===== config.mk =====
export PLATFORM = sky130hd
export DESIGN_NAME = jtopll_mmr_q
export DESIGN_NICKNAME = d
export VERILOG_FILES = /design/src/rtl/jtopll_mmr_q.sv
export SDC_FILE = /design/constraint.sdc
export NUM_CORES = 1
export LEC_CHECK = 0
export ABC_AREA = 0
export CAP_MARGIN = 15
export CORE_MARGIN = 2
export CORE_UTILIZATION = 50
export DETAILED_ROUTE_END_ITERATION = 8
export HOLD_SLACK_MARGIN = 0.1
export PLACE_DENSITY = 0.75
export SYNTH_ARGS = -nofsm -noshare
export SYNTH_HDL_FRONTEND = slang
export SYNTH_SLANG_ARGS = --single-unit
export TNS_END_PERCENT = 30

===== constraint.sdc =====
create_clock -name clk -period 9.05 [get_ports clk]
set_input_delay 1.81 -clock clk [delete_from_list [all_inputs] [get_ports clk]]
set_output_delay 1.81 -clock clk [all_outputs]
set_load 0.01 [all_outputs]

===== src/rtl/jtopll_mmr_q.sv =====
// Queued OPLL register front end: CPU writes are buffered in a FIFO and replayed
// with strobes held for one full slot sweep. Optional sticky overflow flag: JTOPLL_MMR_OVF_EN.
module jtopll_mmr_q #(
  parameter int CH    = 9,
  parameter int GW    = 2,
  parameter int DEPTH = 4,
  parameter int AW    = 2
) (
  input  logic          clk,
  input  logic          rst,
  input  logic          cenop,
  input  logic [7:0]    din,
  input  logic          write,
  input  logic          addr,
  output logic          busy,
  output logic          full,
  output logic          ovf,
  output logic [7:0]    dout,
  output logic [GW-1:0] sel_group,
  output logic [2:0]    sel_sub,
  output logic          up_original,
  output logic          up_fnumlo,
  output logic          up_fnumhi,
  output logic          up_inst,
  output logic          rhy_en,
  output logic [4:0]    rhy_kon,
  output logic          am_dep,
  output logic          vib_dep
);

  localparam int HOLD_N = 3 * CH;
  localparam int HW     = $clog2(HOLD_N + 1);

  typedef enum logic {IDLE, HOLD} state_t;

  state_t          state_reg;
  logic [7:0]      selreg_reg;
  logic [15:0]     mem [DEPTH];
  logic [AW-1:0]   wr_ptr_reg;
  logic [AW-1:0]   rd_ptr_reg;
  logic [AW:0]     count_reg;
  logic [HW-1:0]   hold_cnt_reg;

  logic            empty;
  logic            pop;
  logic            data_wr;
  logic            push;
  logic [15:0]     head;
  logic [7:0]      head_reg;
  logic [7:0]      head_data;
  logic [3:0]      ch;
  logic            ch_ok;
  logic            is_orig;
  logic            is_fnumlo;
  logic            is_fnumhi;
  logic            is_inst;
  logic            is_glob;
  logic [1:0]      ch_mod;
  logic [GW-1:0]   ch_div;

  assign empty   = (count_reg == '0);
  assign full    = (count_reg == (AW+1)'(DEPTH));
  assign busy    = !empty || (state_reg == HOLD);
  assign pop     = (state_reg == IDLE) && cenop && !empty;
  assign data_wr = write && addr;
  // A full FIFO still accepts a push when the head leaves on the same clk.
  assign push    = data_wr && (!full || pop);

  assign head      = mem[rd_ptr_reg];
  assign head_reg  = head[15:8];
  assign head_data = head[7:0];

  assign ch        = head_reg[3:0];
  assign ch_ok     = ({28'd0, ch} < 32'(CH));
  assign is_orig   = (head_reg[7:3] == 5'd0);
  assign is_fnumlo = (head_reg[7:4] == 4'h1) && ch_ok;
  assign is_fnumhi = (head_reg[7:4] == 4'h2) && ch_ok;
  assign is_inst   = (head_reg[7:4] == 4'h3) && ch_ok;
  assign is_glob   = (head_reg == 8'h0E);
  assign ch_mod    = 2'(ch % 4'd3);
  assign ch_div    = GW'(ch / 4'd3);

  always_ff @(posedge clk) begin
    if (push) begin
      mem[wr_ptr_reg] <= {selreg_reg, din};
    end
  end

  always_ff @(posedge clk) begin
    if (rst) begin
      selreg_reg  <= '0;
      wr_ptr_reg  <= '0;
      rd_ptr_reg  <= '0;
      count_reg   <= '0;
    end else begin
      if (write && !addr) begin
        selreg_reg <= din;
      end
      if (push) begin
        wr_ptr_reg <= wr_ptr_reg + AW'(1);
      end
      if (pop) begin
        rd_ptr_reg <= rd_ptr_reg + AW'(1);
      end
      case ({push, pop})
        2'b10:   count_reg <= count_reg + (AW+1)'(1);
        2'b01:   count_reg <= count_reg - (AW+1)'(1);
        default: count_reg <= count_reg;
      endcase
    end
  end

  always_ff @(posedge clk) begin
    if (rst) begin
      state_reg    <= IDLE;
      hold_cnt_reg <= '0;
      dout         <= '0;
      sel_group    <= '0;
      sel_sub      <= '0;
      up_original  <= 1'b0;
      up_fnumlo    <= 1'b0;
      up_fnumhi    <= 1'b0;
      up_inst      <= 1'b0;
      rhy_en       <= 1'b0;
      rhy_kon      <= '0;
      am_dep       <= 1'b0;
      vib_dep      <= 1'b0;
    end else begin
      case (state_reg)
        IDLE: begin
          hold_cnt_reg <= '0;
          if (pop) begin
            dout <= head_data;
            if (is_orig) begin
              up_original <= 1'b1;
              sel_sub     <= head_reg[2:0];
              state_reg   <= HOLD;
            end else if (is_fnumlo || is_fnumhi || is_inst) begin
              up_fnumlo <= is_fnumlo;
              up_fnumhi <= is_fnumhi;
              up_inst   <= is_inst;
              sel_group <= ch_div;
              sel_sub   <= {1'b0, ch_mod};
              state_reg <= HOLD;
            end else if (is_glob) begin
              // Globals are applied at pop time so they stay ordered with channel writes.
              am_dep  <= head_data[7];
              vib_dep <= head_data[6];
              rhy_en  <= head_data[5];
              rhy_kon <= head_data[4:0];
            end
          end
        end
        HOLD: begin
          if (cenop) begin
            if (hold_cnt_reg == HW'(HOLD_N - 1)) begin
              hold_cnt_reg <= '0;
              up_original  <= 1'b0;
              up_fnumlo    <= 1'b0;
              up_fnumhi    <= 1'b0;
              up_inst      <= 1'b0;
              state_reg    <= IDLE;
            end else begin
              hold_cnt_reg <= hold_cnt_reg + HW'(1);
            end
          end
        end
        default: state_reg <= IDLE;
      endcase
    end
  end

`ifdef JTOPLL_MMR_OVF_EN
  logic ovf_reg;

  always_ff @(posedge clk) begin
    if (rst) begin
      ovf_reg <= 1'b0;
    end else if (data_wr && !push) begin
      ovf_reg <= 1'b1;
    end
  end

  assign ovf = ovf_reg;
`else
  assign ovf = 1'b0;
`endif

endmodule


### Yosys cells after proc, flatten, opt, wreduce, memory -nomap -nowiden

Memories as Yosys holds them, arrays and structs flattened. A register that Yosys moved wholly into a read port is not among the register bits.
Index checks and enable logic that the tools add are counted.
W data, S select, Z words.

* $add $sub $neg: 5
* divide/modulo/power cells: 2
* magnitude comparators: 1
* eq/ne operators: 14
* mux-type cells: 33
* bitwise logic cells: 3
* reduce and logical (&&, ||, !) cells: 25

Operators with widths (number)
* $mux W1: 20
* $mux W5: 2
* $pmux W1 S2: 5
* $pmux W5 S2: 1
* $reduce_and A5 Y1: 2
* $eq A4 B2 Y1 const B: 2
* $eq A8 B4 Y1 const B: 1
* $logic_and A1 B1 Y1: 8
* $ne A2 B2 Y1 const B: 4
* $reduce_and A4 Y1: 2
* $mux W3: 2
* $pmux W3 S2: 1
* $add A5 B1 Y5 const B: 1
* $eq A5 B5 Y1 const B: 1
* $logic_not A5 Y1: 1
* $add A2 B1 Y2 const B: 2
* $div A4 B2 Y4 const B: 1
* $eq A4 B1 Y1 const B: 1
* $logic_or A1 B1 Y1: 4
* $lt A4 B4 Y1 const B: 1
* $mod A4 B2 Y4 const B: 1
* $mux W2: 2
* $ne A2 B1 Y1 const B: 2
* $reduce_bool A2 Y1: 2
* other kinds (10): 14

* flip-flop bits (word level): 46
* memory bits (writable): 64
* input port bits: 13
* memories kept: 1

Memories
* mem: words 4, width 16, read ports 1, clocked after Yosys merged registers in 1, write ports 1, RTL line 38 `logic [15:0] mem [DEPTH];`

### Logic depth before layout (Yosys ltp)

Gate-level depths: netlist (run 1).

* depth in word-level cells: 8
* depth in mapped cells: 15
* gate-level depth less buffers: 13

### Least setup slack after synthesis (run 1)

No wires, ideal clock.

* path kind: input port to flip-flop
* start: input port cenop
* end: register count_reg[2]
* data arrival time: 3.575 ns
* path slack: 5.348 ns
* stages on the path: 9
* buffers on the path: 1
* cells stage by stage: o31a_1 > nor2b_1 > clkbuf_1 > nand2_1 > fa_1 > and4b_1 > a31oi_1 > xor2_1 > nor2_1

* word-level cells in the longest chain between the ends: 6
* elaborated cells between the ends (all ways): 8

Ends and longest elaborated chain
* start: declaration: RTL line 11 `input logic cenop,`
* $logic_and A1 B1 Y1 * (2 in series): RTL line 64 `assign pop = (state_reg == IDLE) && cenop && !empty;`
* $logic_or A1 B1 Y1: RTL line 67 `assign push = data_wr && (!full || pop);`
* $logic_and A1 B1 Y1: RTL line 67
* $eq A2 B1 Y1 or $eq A2 B2 Y1 (tied branches): RTL line 105 `case ({push, pop})`
* $pmux W3 S2 or $reduce_bool A2 Y1 (tied branches)
* end signal: assignment: RTL line 106 `2'b10: count_reg <= count_reg + (AW+1)'(1);`
* end signal: assignment: RTL line 107 `2'b01: count_reg <= count_reg - (AW+1)'(1);`
* end signal: assignment: RTL line 108 `default: count_reg <= count_reg;`
* end: declaration: RTL line 41 `logic [AW:0] count_reg;`

Mark *: on every way between the ends. The rest lies on a longest branch, timed or not.
A chain may end at the register's enable or synchronous reset.

### Worst setup path after layout (run 1)

Same ends and word-level chain as after synthesis.

==> impl_metrics.csv, run 1 <==
group,metric,value,unit
outcome,status,"finished clean",
clock_tree,cts_tree,"yes",
sta,finalHoldViolCount,0,
placed_design,port_buffers,39,
global_routing,grt_use_met3,4.438,%
synth,synth.ff_latch_count,112,
clock_tree,htreeDepth,3,
worst_setup_path,path_delay_family,"simple AND/OR/NAND/NOR gates",
worst_setup_path,worstPathMaxFanout,14,
synth,yosys_warnings,0,
global_routing,grtUsageMet1,23.41,%
clock_tree,clock_latency,0.37,ns
clock_tree,clkTransAtPathRegs,0.11,ns
synth,synthSimpleGateAreaFrac,12.70,%
sta,slew_headroom,30.70,%
floorplan,std_cell_rows,35,
worst_setup_path,path_cells,"clkdlybuf4s50_1, o31a_1, nor2b_1, nand2_1, fa_1, and4b_1, a31oi_1, xor2_1, nor2_1",
worst_setup_path,startpoint_type,"primary input",
power_and_ir_drop,pwr-share-clk,21.9,%
synth,ys_types,52,
synth,post_synth_fa_ha_maj_area_fraction,2.834,%
synth,synthMuxAreaShare,13.45,%
power_and_ir_drop,ir_worst_vdd,0.1038,mV
global_routing,grt_pass1_wl,13900,um
sta,setup_viol,0,
synth,synth_largest_area_cell,"edfxtp_1",
global_routing,grt_pass1_vias,2737,
synth,syn_avg_cell_area,13.37,um^2
floorplan,ios,41,
power_and_ir_drop,p_leak,1.882,nW
power_and_ir_drop,intPower,0.0008548,W
layout,largest_reg_flops,64,
placed_design,hpwl,5840,um
route,wl_per_cell,17.20,um
layout,synthToLayoutAreaGrowth,13.53,%
placed_design,gp_congestion,0.8720,
sta,maxSlewViolCount,0,
synth,netlist.area_leader.share,41.07,%
worst_setup_path,worstSetupPathType,"in2reg",
power_and_ir_drop,p_seq_share,49.7,%
synth,synth_area_leaders,"edfxtp_1 41%, dfxtp_1 21%, mux4_1 6.7%",
floorplan,dieArea,10150,um^2
route,first_pass_iters,4,
clock_tree,clock-root-buffer,"clkbuf_8",
clock_tree,cts_max_path_buffers,2,
sta,tightest_slew,1.037,ns
route,via_count,2766,
job,max_cap_violations,0,
layout,layout.cells.most_common_list,"64 x edfxtp_1, 48 x dfxtp_1, 39 x nor2_1, 39 x clkdlybuf4s50_1, 31 x nand2_1",
synth,synth-compound-area-share,5.348,%
layout,nNetsFinal,408,
power_and_ir_drop,combPwrFrac,28.3,%
global_routing,antenna_found_initial,0,
layout,drive_gt1_share,7.712,%
route,vias_per_cell,5.532,
synth,syn_inst,350,
worst_setup_path,path_buf_inv,1,
clock_tree,clock-sinks,112,
worst_setup_path,slowest_delay,0.75,ns
power_and_ir_drop,p_sw,0.0004042,W
sta,fin_setup_tns,0,ns
global_routing,grt.overflow.total,0,
synth,synth_area,4679,um^2
clock_tree,cts_buffers,9,
hold_path,min_from,"sel_group[0]$_SDFFE_PP0P_",
clock_tree,cts_setup_buffers,0,
clock_tree,cts.repair.resized,0,
global_routing,top_usage_layer,"met2",
floorplan,coreArea,9153,um^2
sta,grt_setup_unrepaired,"no",
floorplan,die_y,100.7,um
layout,post-route-util,58.05,%
worst_setup_path,cp.arrival,4.65,ns
clock_tree,cts_hold_buffers,0,
global_routing,met2_usage,30.77,%
synth,synthXorXnorAreaFrac,1.123,%
sta,fin_crit,4.401,ns
synth,seq_area_frac_synth,61.60,%
worst_setup_path,slowest_stage,"nor2b_1",
global_routing,grtUsageTotal,18.18,%
power_and_ir_drop,power.density,237.0,nW/um^2
route,wl,8600,um
sta,fmax,227.2,MHz
worst_setup_path,worstSetupEndpointType,"flip-flop",
floorplan,start_util,51.13,%
route,drc_errors,0,
layout,n_antenna_cell,0,
floorplan,die_w,100.7,um
synth,synthesis.nets,373,
sta,fin_skew,0.01133,ns
global_routing,grt_max_degree,45,
worst_setup_path,required,9.30,ns
worst_setup_path,cp-startpoint,"cenop",
route,drtIter0Drc,85,
route,final_antenna_net_count,0,
sta,fin_crit_sh,48.63,%
synth,synth_top_family_by_area,"multiplexers",
power_and_ir_drop,swShare,32.10,%
hold_path,hold_class,"reg2reg",
layout,final_common_cell,"edfxtp_1",
[layer usage]
metal	up-vias	part of all wire (%)	wire length (um)
li1	1351	-	-
met1	1349	45	3863
met2	57	50	4276
met3	9	4.3	370
met4	0	1.0	89
met5	-	0	0
[synth_stat cells, drive strengths merged]
cell,instances
edfxtp,64
dfxtp,48
nor2,39
nand2,31
mux2i,21
a21oi,16
mux4,16
clkbuf,12
inv,12
ha,9
and2,5
o21ai,5
or2,5
or3,5
a31oi,4
buf,4
nand3,4
nor2b,4
nor3b,4
xnor2,4
nand2b,3
nand4,3
nor4b,3
o31a,3
a211oi,2
and3,2
nand3b,2
nor3,2
o31ai,2
or4,2
xor2,2
a2111oi,1
a311oi,1
and3b,1
and4b,1
conb,1
fa,1
mux2,1
nand4b,1
o211a,1
o211ai,1
o22a,1
or4b,1
[tightest hold or removal path, cell delays in order, from the launching register on]
cell and delay (ns):
dfxtp_1 0.32, nand2_1 0.05, a21oi_1 0.05
[metrics by stage]
step,cells,total power [W],setup slack (ns),area [um^2],hold slack (ns)
final,500,0.001259,4.649,5313,0.4619
after global routing,500,0.001331,4.452,5313,0.4927
after CTS,500,0.001269,4.700,5313,0.4635
after detailed placement,485,0.0009942,4.298,5127,0.4494
after global placement,485,0.0009805,4.403,5127,0.4446
after floorplan,350,0.0008954,5.348,4679,0.4583
[final timing paths]
path | endpoint | slack, ns | depth (start not counted)
setup reg to reg | sel_sub[1]$_SDFFE_PP0P_ | 4.89 | 12
setup / recovery | count_reg[2]$_SDFFE_PP0P_ | 4.65 | 9
hold / removal | sel_group[0]$_SDFFE_PP0P_ | 0.46 | 2
hold reg to reg | sel_group[0]$_SDFFE_PP0P_ | 0.46 | 2
[final cells by class]
class | count | area, um^2
Inverter | 12 | 45.04
Fill cell | 735 | 3840
Tap cell | 111 | 138.9
Sequential cell | 112 | 2883
Multi-Input combinational cell | 210 | 1663
Clock inverter | 6 | 61.31
Clock buffer | 9 | 123.9
Timing Repair Buffer | 40 | 397.9
[power groups by stage]
| stage | clock network (W) | registers [W] | logic (W) |
|---|---|---|---|
| 5_1_grt | 0.000304 | 0.000635 | 0.000392 |
| 6_report | 0.000276 | 0.000626 | 0.000356 |
| 4_1_cts | 0.000285 | 0.000627 | 0.000356 |
| 3_5_place_dp | 0 | 0.000639 | 0.000355 |
| 2_1_floorplan | 0 | 0.000615 | 0.000281 |
| 3_3_place_gp | 0 | 0.000637 | 0.000344 |
[cells by family (layout without fill, tap and decap cells)]
logic type	after synthesis	in the layout
compound gates	37	37
xor+xnor	6	6
fa+ha+maj	10	10
buf+inv	28	67
flops	112	112
mux	38	38
other cells	1	1
simple gates	118	118
(Power assumes the default switching activity.)
==> inputs of run 2 (changes only) <==
clock period = 4.5 ns   (was 9.05 ns; I/O delays follow)
==> impl_metrics.csv, run 2 (synthesized netlist as in run 1, its figures left out) <==
group,metric,value,unit
sta,fin_skew,0.01244,ns
power_and_ir_drop,ir_worst_vdd,0.3133,mV
worst_setup_path,cp.arrival,3.79,ns
power_and_ir_drop,power.density,481.6,nW/um^2
worst_setup_path,required,4.81,ns
sta,tightest_slew,1.085,ns
global_routing,grt.overflow.total,0,
worst_setup_path,startpoint_type,"flip-flop",
layout,layout.cells.most_common_list,"64 x edfxtp_1, 48 x dfxtp_1, 39 x nor2_1, 39 x clkdlybuf4s50_1, 31 x nand2_1",
floorplan,dieArea,10150,um^2
layout,fin_area,5354,um^2
worst_setup_path,worstPathMaxFanout,13,
sta,fin_hold_ws,0.4647,ns
clock_tree,htreeDepth,3,
route,via_count,2807,
sta,fin_crit,3.481,ns
layout,final_common_cell,"edfxtp_1",
route,first_pass_iters,5,
clock_tree,cts_hold_buffers,0,
clock_tree,clkTransAtPathRegs,0.11,ns
placed_design,gp_congestion,0.8259,
global_routing,grt_pass1_wl,14110,um
route,wl,8725,um
clock_tree,clock_latency,0.38,ns
sta,fmax,287.3,MHz
route,wl_per_cell,17.31,um
floorplan,start_util,51.13,%
route,vias_per_cell,5.569,
worst_setup_path,worstSetupEndpointType,"flip-flop",
global_routing,grt_pass1_vias,2698,
sta,finalHoldViolCount,0,
layout,fillers,720,
floorplan,ios,41,
outcome,status,"finished clean",
floorplan,die_w,100.7,um
layout,nNetsFinal,411,
layout,n_antenna_cell,0,
layout,drive_gt1_share,8.651,%
clock_tree,cts_max_path_buffers,2,
clock_tree,cts_buffers,9,
sta,fin_setup_tns,0,ns
layout,synthToLayoutAreaGrowth,14.41,%
placed_design,post_dp_cell_area,5150,um^2
sta,fin_crit_sh,77.36,%
floorplan,std_cell_rows,35,
global_routing,antenna_found_initial,0,
route,drc_errors,0,
sta,setup_viol,0,
global_routing,grtUsageTotal,18.45,%
clock_tree,clock-sinks,112,
power_and_ir_drop,p_leak,1.907,nW
layout,largest_reg_flops,64,
clock_tree,cts.repair.resized,0,
placed_design,hpwl,5967,um
worst_setup_path,worstSetupPathType,"reg2reg",
job,max_cap_violations,0,
floorplan,coreArea,9153,um^2
floorplan,die_y,100.7,um
global_routing,grt_max_degree,37,
route,drtIter0Drc,99,
route,final_antenna_net_count,0,
hold_path,hold_class,"reg2reg",
placed_design,port_buffers,39,
sta,slew_headroom,27.53,%
layout,regArea,2883,um^2
clock_tree,cts_setup_buffers,0,
layout,multi_input_area,1663,um^2
sta,maxSlewViolCount,0,
hold_path,min_from,"dout[1]$_SDFFE_PP0P_",
clock_tree,cts_tree,"yes",
sta,grt_setup_unrepaired,"no",
clock_tree,clock-root-buffer,"clkbuf_8",
[run 2: cell count changes in the layout (fill, tap and decap cells not counted), sizes merged]
| cell | before | now |
|---|---|---|
| buf | 1 | 4 |
| inv | 15 | 16 |
[run 2: path summary, 6_finish.rpt]
check,endpoint,slack (ns),depth (start not counted)
hold reg to reg,dout[1]$_SDFFE_PP0P_,0.46,2
hold / removal,dout[1]$_SDFFE_PP0P_,0.46,2
setup / recovery,sel_sub[1]$_SDFFE_PP0P_,1.02,12
setup reg to reg,sel_sub[1]$_SDFFE_PP0P_,1.02,12
[run 2: per-layer routing]
metal / global-route usage, % / vias up / wire (um)
met2: 29.79 / 68 / 4248
met5: 0 / - / 0
met1: 25.08 / 1374 / 4070
met4: 4.953 / 0 / 85
li1: - / 1358 / -
met3: 4.646 / 7 / 322
[run 2: stage by stage]
stage,worst slack [ns],total power [W],util [%],std cells
after detailed placement,1.066,0.002004,56.27,488
final,1.019,0.002578,58.50,504
after floorplan,1.366,0.001801,-,350
after global placement,1.179,0.001985,56.27,488
after CTS,1.019,0.002597,58.50,504
after global routing,0.7034,0.002728,58.50,504
[run 2: critical path, cell delays in order (launching register included)]
cell      delay (ns)
dfxtp_1         0.39
buf_4           0.29
mux4_2          0.63
ha_1            0.23
inv_1           0.05
ha_1            0.14
inv_1           0.08
nor4b_1         0.31
nor2_1          0.11
ha_1            0.20
nor4b_1         0.62
o211ai_1        0.19
a31oi_1         0.17
[run 2: power breakdown]
part	total [W]	switching (W)	internal, W
registers	0.00123	0.0000637	0.00116
logic	0.000759	0.000404	0.000355
clock network	0.000592	0.000370	0.000222
total	0.00258	0.000837	0.00174
[run 2: area by class of cell]
type                            count  area share (%)
Tap cell                          111           2.594
Timing Repair Buffer               43           7.852
Inverter                           12          0.8413
Clock buffer                        9           2.314
Multi-Input combinational cell    210           31.06
Clock inverter                      7           1.496
Sequential cell                   112           53.84
==> inputs of run 3 (changes only) <==
PLACE_DENSITY = 0.77   (was 0.75)
clock period = 2.8 ns   (was 4.5 ns; I/O delays follow)
==> impl_metrics.csv, run 3 (synthesized netlist as in run 1, its figures left out) <==
group,metric,value,unit
floorplan,start_util,51.13,%
route,wl_per_cell,17.42,um
route,final_antenna_net_count,0,
outcome,violations,"setup timing",
floorplan,ios,41,
hold_path,hold_depth,2,
clock_tree,clock-sinks,112,
sta,fin_crit,2.879,ns
floorplan,die_w,100.7,um
layout,nNetsFinal,440,
worst_setup_path,rr_endpoint,"sel_sub[1]$_SDFFE_PP0P_",
route,vias_per_cell,5.473,
worst_setup_path,startpoint_type,"flip-flop",
hold_path,hold_class,"reg2reg",
layout,n_antenna_cell,0,
clock_tree,cts_max_path_buffers,2,
hold_path,hold-path-endpoint,"dout[0]$_SDFFE_PP0P_",
global_routing,grt_pass1_vias,2977,
sta,fmax,347.3,MHz
power_and_ir_drop,p_leak,2.059,nW
route,via_count,2917,
power_and_ir_drop,power.density,795.2,nW/um^2
placed_design,gp_congestion,0.7851,
global_routing,antenna_found_initial,0,
route,drc_errors,0,
worst_setup_path,worstSetupEndpointType,"flip-flop",
global_routing,grtUsageTotal,19.72,%
placed_design,port_buffers,39,
global_routing,grt_pass1_wl,15350,um
worst_setup_path,regToRegSetupSlack,-0.08,ns
route,drtIter0Drc,152,
clock_tree,cts_tree,"yes",
worst_setup_path,path_buf_inv,3,
worst_setup_path,slowest_stage,"mux4_2",
job,max_cap_violations,0,
worst_setup_path,path_delay_family,"simple AND/OR/NAND/NOR gates",
sta,setup_viol,1,
sta,tightest_slew,0.4836,ns
worst_setup_path,reg2regPathDepth,13,
layout,multi_input_area,1749,um^2
sta,slew_headroom,67.31,%
sta,maxSlewViolCount,0,
sta,fin_ws,-0.07931,ns
worst_setup_path,cp.arrival,3.18,ns
outcome,status,"finished with violations",
hold_path,min_from,"dout[0]$_SDFFE_PP0P_",
sta,grt_setup_unrepaired,"yes",
sta,fin_hold_ws,0.4604,ns
worst_setup_path,required,3.10,ns
sta,finalHoldViolCount,0,
sta,fin_crit_sh,102.8,%
worst_setup_path,slowest_delay,0.54,ns
worst_setup_path,path_cells,"buf_6, mux4_2, ha_4, inv_4, ha_4, inv_4, xnor2_2, nor2_2, ha_2, nor2_2, o211a_1, or4b_1, a31oi_1",
power_and_ir_drop,ir_worst_vdd,0.3161,mV
layout,largest_reg_flops,64,
clock_tree,clkTransAtPathRegs,0.11,ns
global_routing,grt.overflow.total,0,
sta,fin_skew,0.009970,ns
floorplan,die_y,100.7,um
layout,regArea,2887,um^2
layout,final_common_cell,"edfxtp_1",
layout,post-route-util,61.70,%
clock_tree,htreeDepth,3,
clock_tree,clock_latency,0.37,ns
route,wl,9283,um
clock_tree,cts_buffers,9,
route,first_pass_iters,4,
layout,layout.cells.most_common_list,"64 x edfxtp_1, 47 x dfxtp_1, 39 x clkdlybuf4s50_1",
floorplan,coreArea,9153,um^2
layout,drive_gt1_share,18.72,%
global_routing,grt_max_degree,27,
floorplan,dieArea,10150,um^2
placed_design,hpwl,6489,um
clock_tree,clock-root-buffer,"clkbuf_8",
worst_setup_path,worstSetupPathType,"reg2reg",
layout,synthToLayoutAreaGrowth,20.67,%
layout,fillers,700,
worst_setup_path,worstPathMaxFanout,4,
floorplan,std_cell_rows,35,
[run 3: changes by cell type in the layout (fill, tap and decap cells not counted), moves of 2 or more]
cell | before | now
buf_4 | 4 | 32
clkinv_8 | 2 | 0
inv_1 | 12 | 10
nor4b_1 | 3 | 1
inv_4 | 0 | 3
ha_4 | 0 | 2
mux4_2 | 3 | 5
nor2_2 | 0 | 2
inv_6 | 2 | 0
nor2_1 | 39 | 37
ha_1 | 9 | 6
mux4_1 | 12 | 10
[run 3: worst max-delay path by stage]
stage	from	end	slack (ns)	depth (start not counted)
floorplan	flip-flop	sel_sub[0]$_SDFFE_PP0P_	-0.08	15
global placement	flip-flop	sel_sub[0]$_SDFFE_PP0P_	-0.04	12
CTS	flip-flop	sel_sub[1]$_SDFFE_PP0P_	-0.03	13
detailed placement	flip-flop	sel_sub[0]$_SDFFE_PP0P_	-0.15	12
finish	flip-flop	sel_sub[1]$_SDFFE_PP0P_	-0.08	13
global route	flip-flop	sel_sub[1]$_SDFFE_PP0P_	-0.22	13
[run 3: worst register-to-register path, cell delays in order (launching register included)]
cell,delay (ns)
dfxtp_4,0.39
buf_6,0.10
mux4_2,0.54
ha_4,0.20
inv_4,0.05
ha_4,0.14
inv_4,0.04
xnor2_2,0.13
nor2_2,0.13
ha_2,0.23
nor2_2,0.05
o211a_1,0.13
or4b_1,0.51
a31oi_1,0.18
[run 3: report_power, final]
group / switching (W) / internal (W)
sequential: 0.0000996 / 0.00187
combinational: 0.000782 / 0.000837
clock: 0.000560 / 0.000339
[run 3: layout make-up]
cell class              count  area share [%]
inverters                  12          0.8863
repair buffers             72           11.37
multi-input cells         210           30.98
clock buffers              10           2.260
well taps                 111           2.460
clock inverters             6          0.9306
flip-flops and latches    112           51.12
[run 3: what timing repair did]
item	4_1_cts	5_1_grt
hold buffers	0	0
pin swaps	6	8
buffers inserted	2	2
resized for setup	4	13
setup endpoints to repair	3	11
[run 3: stage by stage]
step	TNS (ns)	instances	total power [W]	worst slack, ns	cell area [um^2]
2_1_floorplan	-0.1995	350	0.002936	-0.08394	4701
3_3_place_gp	-0.07774	513	0.003381	-0.04045	5351
3_5_place_dp	-0.4099	513	0.003427	-0.1519	5351
4_1_cts	-0.04595	531	0.004370	-0.03001	5565
5_1_grt	-0.4278	533	0.004743	-0.2221	5647
6_report	-0.07931	533	0.004490	-0.07931	5647
[run 3: layer usage]
metal  routed length (um)  share of wire, %  track usage, %
met2                 4557                49           31.95
met3                  412               4.4           3.675
met4                  116               1.2           5.901
met5                    0                 0               0
met1                 4196                45           27.27
